### src/rtl/qam_pkg.sv
// qam_pkg: shared types and constants for the QAM symbol scheduler
package qam_pkg;
  localparam int SYM_LEN_DEFAULT = 128;
  typedef logic [1:0] qam_sym_t;
  localparam qam_sym_t IDLE_SYM = 2'b00;
  typedef enum logic [1:0] {INIT, IDLE, RUN} sched_state_t;
endpackage

### src/rtl/qam_symbol_scheduler_if.sv
// qam_symbol_scheduler_if: bit-stream input and modulator-side outputs of the scheduler
interface qam_symbol_scheduler_if #(parameter int FIFO_DEPTH = 4);
  import qam_pkg::*;
  logic bit_in, bit_valid, bit_ready, flush, init_tab, sym_strobe, underflow, busy;
  qam_sym_t conv_out;
  logic [$clog2(FIFO_DEPTH):0] level;
  modport master (output bit_in, bit_valid, flush,
                  input bit_ready, conv_out, init_tab, sym_strobe, underflow, level, busy);
  modport slave (input bit_in, bit_valid, flush,
                 output bit_ready, conv_out, init_tab, sym_strobe, underflow, level, busy);
endinterface

### src/rtl/qam_sym_fifo.sv
// qam_sym_fifo: symbol FIFO with extra-MSB pointer wrap; callers never push when full without a pop
module qam_sym_fifo import qam_pkg::*; #(
  parameter int DEPTH = 4,
  localparam int AW = $clog2(DEPTH)
) (
  input  logic     clk,
  input  logic     reset,
  input  logic     push,
  input  logic     pop,
  input  logic     flush,
  input  qam_sym_t din,
  output qam_sym_t dout,
  output logic     full,
  output logic     empty,
  output logic [AW:0] level
);
  logic [AW:0] wr, rd;
  qam_sym_t mem [DEPTH];
  assign level = wr - rd;
  assign empty = wr == rd;
  assign full = level == (AW+1)'(DEPTH);
  assign dout = mem[rd[AW-1:0]];
  always_ff @(posedge clk or negedge reset)
    if (!reset) begin
      wr <= '0;
      rd <= '0;
    end else if (flush) begin
      wr <= '0;
      rd <= '0;
    end else begin
      wr <= wr + (AW+1)'(push);
      rd <= rd + (AW+1)'(pop);
    end
  always_ff @(posedge clk)
    if (push) mem[wr[AW-1:0]] <= din;
endmodule

### src/rtl/qam_symbol_scheduler.sv
// qam_symbol_scheduler: packs bit pairs into symbols and releases one per modulator symbol boundary
module qam_symbol_scheduler import qam_pkg::*; #(
  parameter int SYM_LEN = SYM_LEN_DEFAULT,
  parameter int FIFO_DEPTH = 4,
  parameter qam_sym_t IDLE_SYM = qam_pkg::IDLE_SYM
) (
  input logic clk,
  input logic reset,
  qam_symbol_scheduler_if.slave bus
);
  localparam int PW = $clog2(SYM_LEN);
  logic [PW-1:0] phase;
  sched_state_t state, state_n;
  logic half_v, half_b, boundary, full, empty, pop, push, xfer, init_q, uf_q;
  qam_sym_t head, conv_q;
  qam_sym_fifo #(.DEPTH(FIFO_DEPTH)) u_fifo (
    .clk(clk), .reset(reset), .push(push), .pop(pop), .flush(bus.flush),
    .din({half_b, bus.bit_in}), .dout(head), .full(full), .empty(empty), .level(bus.level)
  );
  assign boundary = phase == PW'(SYM_LEN - 1);
  assign pop = boundary && !empty && !bus.flush && state != INIT;
  assign bus.bit_ready = !bus.flush && (!full || pop);
  assign xfer = bus.bit_valid && bus.bit_ready;
  assign push = xfer && half_v;
  assign bus.sym_strobe = phase == '0;
  assign bus.busy = state == RUN;
  assign bus.conv_out = conv_q;
  assign bus.init_tab = init_q;
  assign bus.underflow = uf_q;
  always_comb begin
    state_n = state;
    state_n = state == INIT ? IDLE : bus.flush ? IDLE : pop ? RUN : state;
  end
  // phase is never held, so it tracks the modulator's own counter
  always_ff @(posedge clk or negedge reset)
    if (!reset) begin
      phase <= '0;
      state <= INIT;
      half_v <= 1'b0;
      half_b <= 1'b0;
      conv_q <= IDLE_SYM;
      init_q <= 1'b0;
      uf_q <= 1'b0;
    end else begin
      phase <= phase + PW'(1);
      state <= state_n;
      init_q <= state == INIT;
      uf_q <= boundary && state == RUN && empty && !bus.flush;
      if (boundary) conv_q <= pop ? head : IDLE_SYM;
      if (bus.flush) half_v <= 1'b0;
      else if (xfer) begin
        half_v <= !half_v;
        half_b <= bus.bit_in;
      end
    end
endmodule

### src/flat_wrapper.sv
// flat-port wrapper written by rule: the top's interface ports become plain ports
module qam_symbol_scheduler_flat import qam_pkg::*;
#(
  parameter int SYM_LEN = SYM_LEN_DEFAULT,
  parameter int FIFO_DEPTH = 4,
  parameter qam_sym_t IDLE_SYM = qam_pkg::IDLE_SYM
)
  (clk, reset, bus_bit_in, bus_bit_valid, bus_flush, bus_bit_ready, bus_conv_out, bus_init_tab, bus_sym_strobe, bus_underflow, bus_level, bus_busy);
  qam_symbol_scheduler_if #(.FIFO_DEPTH(FIFO_DEPTH)) bus_i ();
  input logic clk;
  input logic reset;
  input wire logic [$bits(bus_i.bit_in)-1:0] bus_bit_in;
  input wire logic [$bits(bus_i.bit_valid)-1:0] bus_bit_valid;
  input wire logic [$bits(bus_i.flush)-1:0] bus_flush;
  output wire logic [$bits(bus_i.bit_ready)-1:0] bus_bit_ready;
  output wire logic [$bits(bus_i.conv_out)-1:0] bus_conv_out;
  output wire logic [$bits(bus_i.init_tab)-1:0] bus_init_tab;
  output wire logic [$bits(bus_i.sym_strobe)-1:0] bus_sym_strobe;
  output wire logic [$bits(bus_i.underflow)-1:0] bus_underflow;
  output wire logic [$bits(bus_i.level)-1:0] bus_level;
  output wire logic [$bits(bus_i.busy)-1:0] bus_busy;
  assign bus_i.bit_in = bus_bit_in;
  assign bus_i.bit_valid = bus_bit_valid;
  assign bus_i.flush = bus_flush;
  assign bus_bit_ready = bus_i.bit_ready;
  assign bus_conv_out = bus_i.conv_out;
  assign bus_init_tab = bus_i.init_tab;
  assign bus_sym_strobe = bus_i.sym_strobe;
  assign bus_underflow = bus_i.underflow;
  assign bus_level = bus_i.level;
  assign bus_busy = bus_i.busy;
  qam_symbol_scheduler #(.SYM_LEN(SYM_LEN), .FIFO_DEPTH(FIFO_DEPTH), .IDLE_SYM(IDLE_SYM)) u_core (.clk(clk), .reset(reset), .bus(bus_i));
endmodule
### config.mk
export PLATFORM = sky130hd
export DESIGN_NAME = qam_symbol_scheduler_flat
export DESIGN_NICKNAME = d
export VERILOG_FILES = /design/src/rtl/qam_pkg.sv /design/src/rtl/qam_symbol_scheduler_if.sv /design/src/rtl/qam_sym_fifo.sv /design/src/rtl/qam_symbol_scheduler.sv /design/src/flat_wrapper.sv
export SDC_FILE = /design/constraint.sdc
export NUM_CORES = 1
export LEC_CHECK = 0
export ABC_AREA = 1
export BUFFER_PORTS_ARGS = -buffer_cell sky130_fd_sc_hd__buf_2
export CORE_MARGIN = 2
export CORE_UTILIZATION = 56
export CTS_CLUSTER_SIZE = 12
export DETAILED_ROUTE_END_ITERATION = 12
export PLACE_DENSITY = 0.77
export SETUP_SLACK_MARGIN = 0.5
export SYNTH_ARGS = -nofsm -noshare
export SYNTH_HDL_FRONTEND = slang
export SYNTH_HIERARCHICAL = 1
export SYNTH_SLANG_ARGS = --single-unit
### constraint.sdc
create_clock -name clk -period 3.3 [get_ports clk]
set_input_delay 0.33 -clock clk [delete_from_list [all_inputs] [get_ports clk]]
set_output_delay 0.33 -clock clk [all_outputs]
set_load 0.005 [all_outputs]
# [Yosys cells after proc, flatten, opt, wreduce, memory -nomap -nowiden]
# Memory sizes are Yosys's and may differ from the RTL's.
# Index checks and enable logic that the tools add are counted.
[word_totals] ff_bits=21 ramBits=8 inputBits=5 memories=1 wordCells=49 out_inout_bits=10
[classes] n_bitwise=1 reduce_logical=20 n_addsub=4 muxes=10 eq_ne=4
[memory_table] memory="u_core.u_fifo.mem" depth=4 word_bits=2 read_ports=1 rd_clocked_by_memory_dff=0 write_ports=1 line="qam_sym_fifo.sv:18" source="qam_sym_t mem [DEPTH];"
[ops] op="logical AND 1 bit" n=9
[ops] op="2-to-1 mux 2 bit" n=4
[ops] op="adder 7 x 1 -> 7 bit (second input constant)" n=1
[ops] op="== test 7 bit (second input constant)" n=1
[ops] op="zero test 7 bit" n=1
[ops] op="adder 3 x 1 -> 3 bit" n=2
[ops] op="2-to-1 mux 3 bit" n=2
[ops] op="zero test 1 bit" n=4
[ops] op="2-to-1 mux 1 bit" n=4
[ops] op="nonzero test 2 bit" n=2
[ops] op="== test 3 bit" n=1
[ops] op="== test 3 bit (second input constant)" n=1
[ops] op="nonzero test 3 bit" n=1
[ops] op="subtractor 3 bit" n=1
[ops] op="== test 2 bit (second input constant)" n=1
[ops] op="zero test 2 bit" n=1
[ops] op="AND reduction 2 bit" n=1
[ops] op="logical OR 1 bit" n=1
[ops] op="inverter 1 bit" n=1

# [Depth between registers and ports, before layout]
# Gate-level depths: netlist of run 1.
[logic_depth] depth_word=11 depth_mapped=15 depth_no_buf=15

# [Modules after synthesis]
# The synthesis of run 1 kept the hierarchy.
[by_module_without_submodules] mod="qam_sym_fifo" instances=1 area_each_um2=721.9 cells_per_inst=70 seq_area_each_um2=390.4
[by_module_without_submodules] mod="qam_symbol_scheduler" instances=1 area_each_um2=671.9 cells_per_inst=69 seq_area_each_um2=375.4

# [Least setup slack after synthesis of run 1]
# OpenSTA, ideal clock, no wires.
[synth_timing] path_type="register to register" startpoint="register u_core.u_fifo.rd[0]" endpoint="memory u_core/u_fifo/mem[1][0] (netlist name), enable pin" t_required_ps=2971 setup_time_ps=329 path_stages_with_launch=12 t_arrival_ps=2090 n_path_buf=0 path_slack_ps=881 path_cell_list="dfrtp_1 -> ha_1 -> inv_1 -> fa_1 -> or2_1 -> a21oi_2 -> or2_2 -> nand2_4 -> nand3_1 -> inv_1 -> inv_1 -> nor3_1"
[synth_via] elab_cells_between_ends=14
[synth_lines] element="start: declaration" line="qam_sym_fifo.sv:17" source="logic [AW:0] wr, rd;"
[synth_lines] element="start signal: assignment" line="qam_sym_fifo.sv:32" source="rd <= rd + (AW+1)'(pop);"
[synth_lines] element="subtractor 3 bit" line="qam_sym_fifo.sv:19" source="assign level = wr - rd;"
[synth_lines] element="named net bus_level[1]" line="flat_wrapper.sv:20" source="output wire logic [$bits(bus_i.level)-1:0] bus_level;"
[synth_lines] element="== test 3 bit" line="qam_sym_fifo.sv:21" source="assign full = level == (AW+1)'(DEPTH);"
[synth_lines] element="named net u_core.full" line="qam_symbol_scheduler.sv:14" source="logic half_v, half_b, boundary, full, empty, pop, push, xfer, init_q, uf_q;"
[synth_lines] element="zero test 1 bit" line="qam_symbol_scheduler.sv:22" source="assign bus.bit_ready = !bus.flush && (!full || pop);"
[synth_lines] element="logical OR 1 bit" line="qam_symbol_scheduler.sv:22"
[synth_lines] element="logical AND 1 bit" line="qam_symbol_scheduler.sv:22"
[synth_lines] element="named net bus_bit_ready" line="flat_wrapper.sv:15" source="output wire logic [$bits(bus_i.bit_ready)-1:0] bus_bit_ready;"
[synth_lines] element="logical AND 1 bit" line="qam_symbol_scheduler.sv:23" source="assign xfer = bus.bit_valid && bus.bit_ready;"
[synth_lines] element="logical AND 1 bit" line="qam_symbol_scheduler.sv:24" source="assign push = xfer && half_v;"
[synth_lines] element="named net u_core.push" line="qam_symbol_scheduler.sv:14"
[synth_lines] element="2-to-1 mux 1 bit" line="qam_sym_fifo.sv:35" source="if (push) mem[wr[AW-1:0]] <= din;"
[synth_lines] element="2-to-1 mux 1 bit (not written as such)" line="qam_sym_fifo.sv:35"
[synth_lines] element="end: declaration" line="qam_sym_fifo.sv:18"
# The timed path passes the listed nets, and every way through them passes these cells.

# [Worst setup path in the final report of run 1]
[layout_timing] startpoint="register u_core.u_fifo.rd[0]" endpoint="memory u_core/u_fifo/mem[1][0] (netlist name), enable pin"
[layout_via] elab_cells_between_ends=14
[layout_lines] element="subtractor 3 bit" line="qam_sym_fifo.sv:19"
[layout_lines] element="== test 3 bit" line="qam_sym_fifo.sv:21"
[layout_lines] element="named net u_core.full" line="qam_symbol_scheduler.sv:14"
[layout_lines] element="zero test 1 bit" line="qam_symbol_scheduler.sv:22"
[layout_lines] element="logical OR 1 bit" line="qam_symbol_scheduler.sv:22"
[layout_lines] element="logical AND 1 bit" line="qam_symbol_scheduler.sv:22"
[layout_lines] element="logical AND 1 bit" line="qam_symbol_scheduler.sv:23"
[layout_lines] element="logical AND 1 bit" line="qam_symbol_scheduler.sv:24"
[layout_lines] element="named net u_core.push" line="qam_symbol_scheduler.sv:14"
[layout_lines] element="2-to-1 mux 1 bit" line="qam_sym_fifo.sv:35"
[layout_lines] element="2-to-1 mux 1 bit (not written as such)" line="qam_sym_fifo.sv:35"
# The timed path passes the listed nets, and every way through them passes these cells.

==> results of run 1 <==
## power by group
group | internal [mW] | switching (mW)
clock | 0.0768 | 0.116
sequential | 0.375 | 0.00380
combinational | 0.00929 | 0.0188
## timing repair
item | 4_1_cts | 5_1_grt
hold buffers | 1 | 0
setup endpoints to repair | 0 | 4
endpoints found under the hold margin | 21 | 0
## per-layer routing
| metal | vias up | wire length (um) | GRT usage (%) |
|---|---|---|---|
| met5 | - | 0 | 0 |
| met4 | 0 | 46 | 8.97 |
| met3 | 6 | 125 | 8.33 |
| met2 | 21 | 1130 | 33.9 |
| met1 | 462 | 993 | 23.3 |
| li1 | 487 | - | - |
## kinds of logic after synthesis
kind of cell,after synthesis,synth area share [%]
xor+xnor,6,3.77
buf+inv,25,6.73
flops,29,54.9
simple gates,58,21.0
fa+ha+maj,9,8.62
compound gates,12,4.94
## cell type report
class	instances	area share (%)
clock buffers	5	2.40
clock inverters	3	0.801
inverters	25	6.01
multi-input cells	85	34.2
flip-flops and latches	29	49.0
well taps	30	2.40
repair buffers	15	5.13
## worst reg2reg max path, cell delays in order (launching register included)
cell and delay (ns):
dfrtp_1 0.51, ha_1 0.20, inv_1 0.05, fa_1 0.49, or2_1 0.12, a21oi_2 0.03
or2_2 0.29, nand2_4 0.09, nand3_1 0.08, inv_1 0.08, inv_1 0.07, nor3_1 0.29
## synth_stat cells (all sizes together)
| master | n |
|---|---|
| ha | 8 |
| xor2 | 4 |
| o211ai | 2 |
| nor4 | 1 |
| nor3 | 6 |
| xnor2 | 2 |
| inv | 25 |
| o21ai | 5 |
| or2 | 2 |
| nand2 | 27 |
| nand3b | 1 |
| a21oi | 5 |
| nor2 | 15 |
| edfxtp | 8 |
| fa | 1 |
| dfrtp | 21 |
| nand3 | 6 |
## per-stage QoR
| step | hold slack (ns) | util [%] | setup WS (ns) | std cells | total power [mW] |
|---|---|---|---|---|---|
| 2_1_floorplan | 0.0344 | - | 0.881 | 139 | 0.399 |
| 3_3_place_gp | 0.304 | 62.3 | 0.726 | 183 | 0.413 |
| 3_5_place_dp | 0.313 | 62.3 | 0.671 | 183 | 0.414 |
| 4_1_cts | 0.245 | 64.8 | 0.645 | 192 | 0.607 |
| 5_1_grt | 0.240 | 64.8 | 0.492 | 192 | 0.631 |
| 6_report | 0.258 | 64.8 | 0.682 | 192 | 0.599 |
## flip-flops by register name, summed over array words and instances, names as in the netlist
name	flops
u_core/u_fifo/wr	3
u_core/half_v	1
u_core/bus.underflow	1
u_core/half_b	1
u_core/state	2
u_core/bus.conv_out	2
u_core/u_fifo/mem	8
u_core/bus.init_tab	1
u_core/u_fifo/rd	3
u_core/phase	7
## final timing paths
path,to,slack (ns),cells past startpoint
max,u_core/u_fifo/mem[1][0],0.68,11
max reg2reg,u_core/u_fifo/mem[1][0],0.68,11
min,u_core/u_fifo/mem[1][0],0.26,1
max in group asynchronous,u_core/bus.conv_out[1],2.47,2
min in group asynchronous,u_core/phase[5],0.50,2
min reg2reg,u_core/bus.init_tab,0.44,1
==> out/metrics.cfg, run 1 <==
[timing]
grt_setup_unrepaired = true
setup_viol = 0
tightestPinTransition_ns = 0.476
post-route-min-period_ns = 2.62
hold_viol_final = 0
finClkSkew_ns = 0.00213
setup_tns_ns = 0
worst_slew_margin_rel_pct = 68.3
max_freq_mhz = 382
drv_slew = 0
period_share_pct = 79.3

[setup_path]
slowest_stage = dfrtp_1
slowest_delay_ns = 0.51
critPathKind = reg2reg
r2r_start = u_core/u_fifo/rd[0]
cpLargestDelayFamily = simple AND/OR/NAND/NOR gates
startpoint = u_core/u_fifo/rd[0]
crit_path_start_kind = flip-flop
crit_fanout = 10
critPathArrivalTime_ns = 2.61
critPathBufInv = 3
cp_cell_sequence = ha_1 > inv_1 > fa_1 > or2_1 > a21oi_2 > or2_2 > nand2_4 > nand3_1 > inv_1 > inv_1 > nor3_1
cp-end-kind = flip-flop
crit_top_cell = inv_1
worstPathRequired_ns = 3.29

[global_routing]
grt_pass1_wl_um = 3950
first_global_vias = 917
grt_usage_pct = 20.6
grt_max_degree = 22
antenna_found_initial = 0
grt-ovfl-total = 0

[outcome]
outcome = complete, no violations

[clock_tree]
clock_latency_ns = 0.32
tritoncts = built
post_cts_resized = 0
postCtsSetupRepairBufs = 0
root_buffer = clkbuf_4
htree_levels = 2
clock_sinks = 29
clock_path_buffers = 2
numCtsBuffers = 5
clk_pin_slew_ns = 0.08

[floorplanning]
ios = 15
fp.dieH_um = 53.9
core-area_um2 = 2410
core.rowCount = 18
start_util_pct = 57.8
dieWidth_um = 53.9
design.die.area_um2 = 2900

[pwr]
leakage_nw = 0.781
worst_ir_drop_vdd_mv = 0.318
pwr_density_cell_nw_per_um2 = 384

[final_layout]
final_nets = 175
multiInputGateArea_um2 = 534
most-common-layout-cells = 23 x nand2_1, 22 x inv_1, 21 x dfrtp_1, 14 x buf_2, 14 x nor2_1
syn_to_final_growth_pct = 12.0
regArea_um2 = 766
fin_area_um2 = 1560
fillers = 201
drive_gt1_share_pct = 20.4
final_common_cell = nand2_1
antennaDiodeCount = 0

[routing]
viasPerCell = 5.08
routed_wl_um = 2300
drc_errors = 0
wire_per_inst_um = 12.0
firstDrtPassIters = 4
antenna_left = 0
route.vias.total = 976
initialDrtViolationCount = 14

[logic_synthesis]
syn_avg_cell_area_um2 = 10.0
yosys.area.top_type = dfrtp_1
netlist_instances = 139
ys_seq_area_share_pct = 54.9
yosys-top-cells-area = dfrtp_1 38%, edfxtp_1 17%, ha_1 7.2%
synth_cell_types = 25
syn_area_um2 = 1390
ys_ff_latch = 29
synth_nets = 153
synth_top_area_share_pct = 37.7
yosys_warnings = 6

[min_path]
hold_class = in2reg
min_from = bus_bit_in

[placement]
placed_area_um2 = 1500
dp_hpwl_um = 1760
port_buffers = 14
globalplace.congestion = 0.774

[job]
maxCapViolCount = 0

Power figures use the tool's default switching activity.
==> inputs of run 2 (changes only) <==
--- a/config.mk
+++ b/config.mk
@@ -8,10 +8,10 @@
 export ABC_AREA = 1
 export BUFFER_PORTS_ARGS = -buffer_cell sky130_fd_sc_hd__buf_2
 export CORE_MARGIN = 2
-export CORE_UTILIZATION = 56
+export CORE_UTILIZATION = 51
 export CTS_CLUSTER_SIZE = 12
 export DETAILED_ROUTE_END_ITERATION = 12
-export PLACE_DENSITY = 0.77
+export PLACE_DENSITY = 0.74
 export SETUP_SLACK_MARGIN = 0.5
 export SYNTH_ARGS = -nofsm -noshare
 export SYNTH_HDL_FRONTEND = slang
==> constraint.sdc (replaced) <==
create_clock -name clk -period 2.2 [get_ports clk]
set_input_delay 0.22 -clock clk [delete_from_list [all_inputs] [get_ports clk]]
set_output_delay 0.22 -clock clk [all_outputs]
set_load 0.005 [all_outputs]
==> out/metrics.cfg, run 2 (synthesis gave the netlist of run 1 again) <==
[placement]
dp_slack_ns = -0.148
dp_cells = 189
port_buffers = 14
globalplace.congestion = 0.815
dp_hpwl_um = 1910

[final_layout]
antennaDiodeCount = 0
syn_to_final_growth_pct = 36.9
final_common_cell = nand2_1
most-common-layout-cells = 19 x nand2_1, 18 x dfrtp_1, 13 x buf_2, 13 x inv_1, 13 x nor2_1
final_nets = 189
final-instance-count-excl-fill = 206
drive_gt1_share_pct = 46.6
largest_reg_flops = 8

[pwr]
power_frac_comb_pct = 7.6
pwr-share-clk_pct = 40.4
power_frac_seq_pct = 52.0
internal_power_mw = 0.837
p_total_mw = 1.09
switchingPower_mw = 0.257
pwr_density_cell_nw_per_um2 = 573
switching_share_pct = 23.5
leakage_nw = 0.882
worst_ir_drop_vdd_mv = 0.616

[clock_tree]
tritoncts = built
clock_path_buffers = 2
clock_latency_ns = 0.34
root_buffer = clkbuf_4
clk_pin_slew_ns = 0.10
clock_sinks = 29
htree_levels = 2
numCtsBuffers = 5

[global_routing]
first_global_vias = 1124
grt_pass1_wl_um = 4910
grt-ovfl-total = 0
grt_usage_pct = 21.2
grt_max_degree = 22
antenna_found_initial = 0

[setup_path]
cp-end-kind = output pin
critPathKind = reg2out
r2r_end = u_core/u_fifo/wr[2]
r2r_start = u_core/u_fifo/wr[0]
critPathArrivalTime_ns = 2.17
crit_path_start_kind = flip-flop
worst-r2r-setup-slack_ns = -0.19
ff2ff_path_depth = 14
worstPathRequired_ns = 1.98
crit_fanout = 2

[routing]
viasPerCell = 5.12
drc_errors = 0
firstDrtPassIters = 4
wire_per_inst_um = 14.3
route.vias.total = 1055
routed_wl_um = 2950
antenna_left = 0
initialDrtViolationCount = 20

[timing]
max_freq_mhz = 418
hold_viol_final = 0
tightestPinTransition_ns = 0.478
grt_setup_unrepaired = true
layout_setup_ws_ns = -0.191
finClkSkew_ns = 0.0101
setup_viol = 14
drv_slew = 0
period_share_pct = 109
post-route-min-period_ns = 2.39
worst_slew_margin_rel_pct = 68.1

[min_path]
hold_path_depth = 1
hold_class = in2reg
holdPathEnd = u_core/u_fifo/mem[3][0]
min_from = bus_bit_in

[floorplanning]
core-area_um2 = 2540
dieWidth_um = 56.3
ios = 15
design.die.area_um2 = 3170
start_util_pct = 54.8
core.rowCount = 18
fp.dieH_um = 56.3

[outcome]
violations = negative setup slack
outcome = finished, violations left

[job]
maxCapViolCount = 0

==> run 2: cell count changes in the layout (fill, tap and decap cells not counted), sizes merged <==
| cell | delta |
|---|---|
| clkinv | -2 |
| buf | +14 |
| bufinv | +1 |
| clkinvlp | +1 |
==> run 2: repair_timing <==
item / 4_1_cts / 5_1_grt
endpoints found under the setup margin: 19 / 24
gates resized for setup: 18 / 15
setup buffers: 8 / 0
pin swaps: 10 / 5
hold buffers: 1 / 0
endpoints found under the hold margin: 21 / 0
==> run 2: critical path, stage by stage, from the launching register on <==
cell and delay, ns:
dfrtp_2 0.42, inv_2 0.08, ha_4 0.13, inv_2 0.03, fa_2 0.52, or2_1 0.11, a21oi_2 0.03, or2_4 0.26
nand2_4 0.08, buf_6 0.10, buf_6 0.08
==> run 2: layer usage <==
layer | global-route usage [%] | vias up | wire length [um]
li1 | - | 516 | -
met1 | 22.1 | 505 | 1130
met2 | 37.6 | 24 | 1590
met3 | 6.45 | 10 | 113
met4 | 11.6 | 0 | 110
met5 | 0 | - | 0
==> run 2: worst max-delay path by stage <==
stage / from / to / slack [ns] / cells past startpoint
2_1_floorplan: u_core/u_fifo/wr[0] / u_core/u_fifo/wr[2] / -0.18 / 14
3_3_place_gp: u_core/u_fifo/wr[0] / u_core/u_fifo/wr[2] / -0.07 / 14
3_5_place_dp: u_core/u_fifo/wr[0] / u_core/u_fifo/wr[2] / -0.15 / 14
4_1_cts: u_core/u_fifo/rd[0] / bus_bit_ready / -0.20 / 9
5_1_grt: u_core/u_fifo/rd[0] / bus_bit_ready / -0.28 / 9
6_report: u_core/u_fifo/wr[0] / bus_bit_ready / -0.19 / 10
==> run 2: area by class of cell <==
class	count	area, um^2
Clock buffer	5	37.5
Clock inverter	3	46.3
Fill cell	181	637
Inverter	25	109
Multi-Input combinational cell	85	702
Sequential cell	29	769
Tap cell	30	37.5
Timing Repair Buffer	29	206
==> run 2: stage by stage <==
| stage | hold slack [ns] | utilization [%] | setup TNS [ns] | area (um^2) |
|---|---|---|---|---|
| floorplan | -0.0756 | - | -1.50 | 1470 |
| global placement | 0.194 | 63.6 | -0.605 | 1620 |
| detailed placement | 0.209 | 63.6 | -1.24 | 1620 |
| CTS | 0.109 | 73.1 | -1.77 | 1860 |
| global route | 0.132 | 75.0 | -2.99 | 1910 |
| finish | 0.134 | 75.0 | -1.81 | 1910 |
==> run 2: power by group through the flow <==
stage	Sequential [mW]	Clock [mW]	Combinational (mW)
finish	0.569	0.442	0.0830
global route	0.570	0.474	0.0922
CTS	0.568	0.453	0.0734
detailed placement	0.579	0	0.0555
global placement	0.579	0	0.0536
floorplan	0.579	0	0.0264
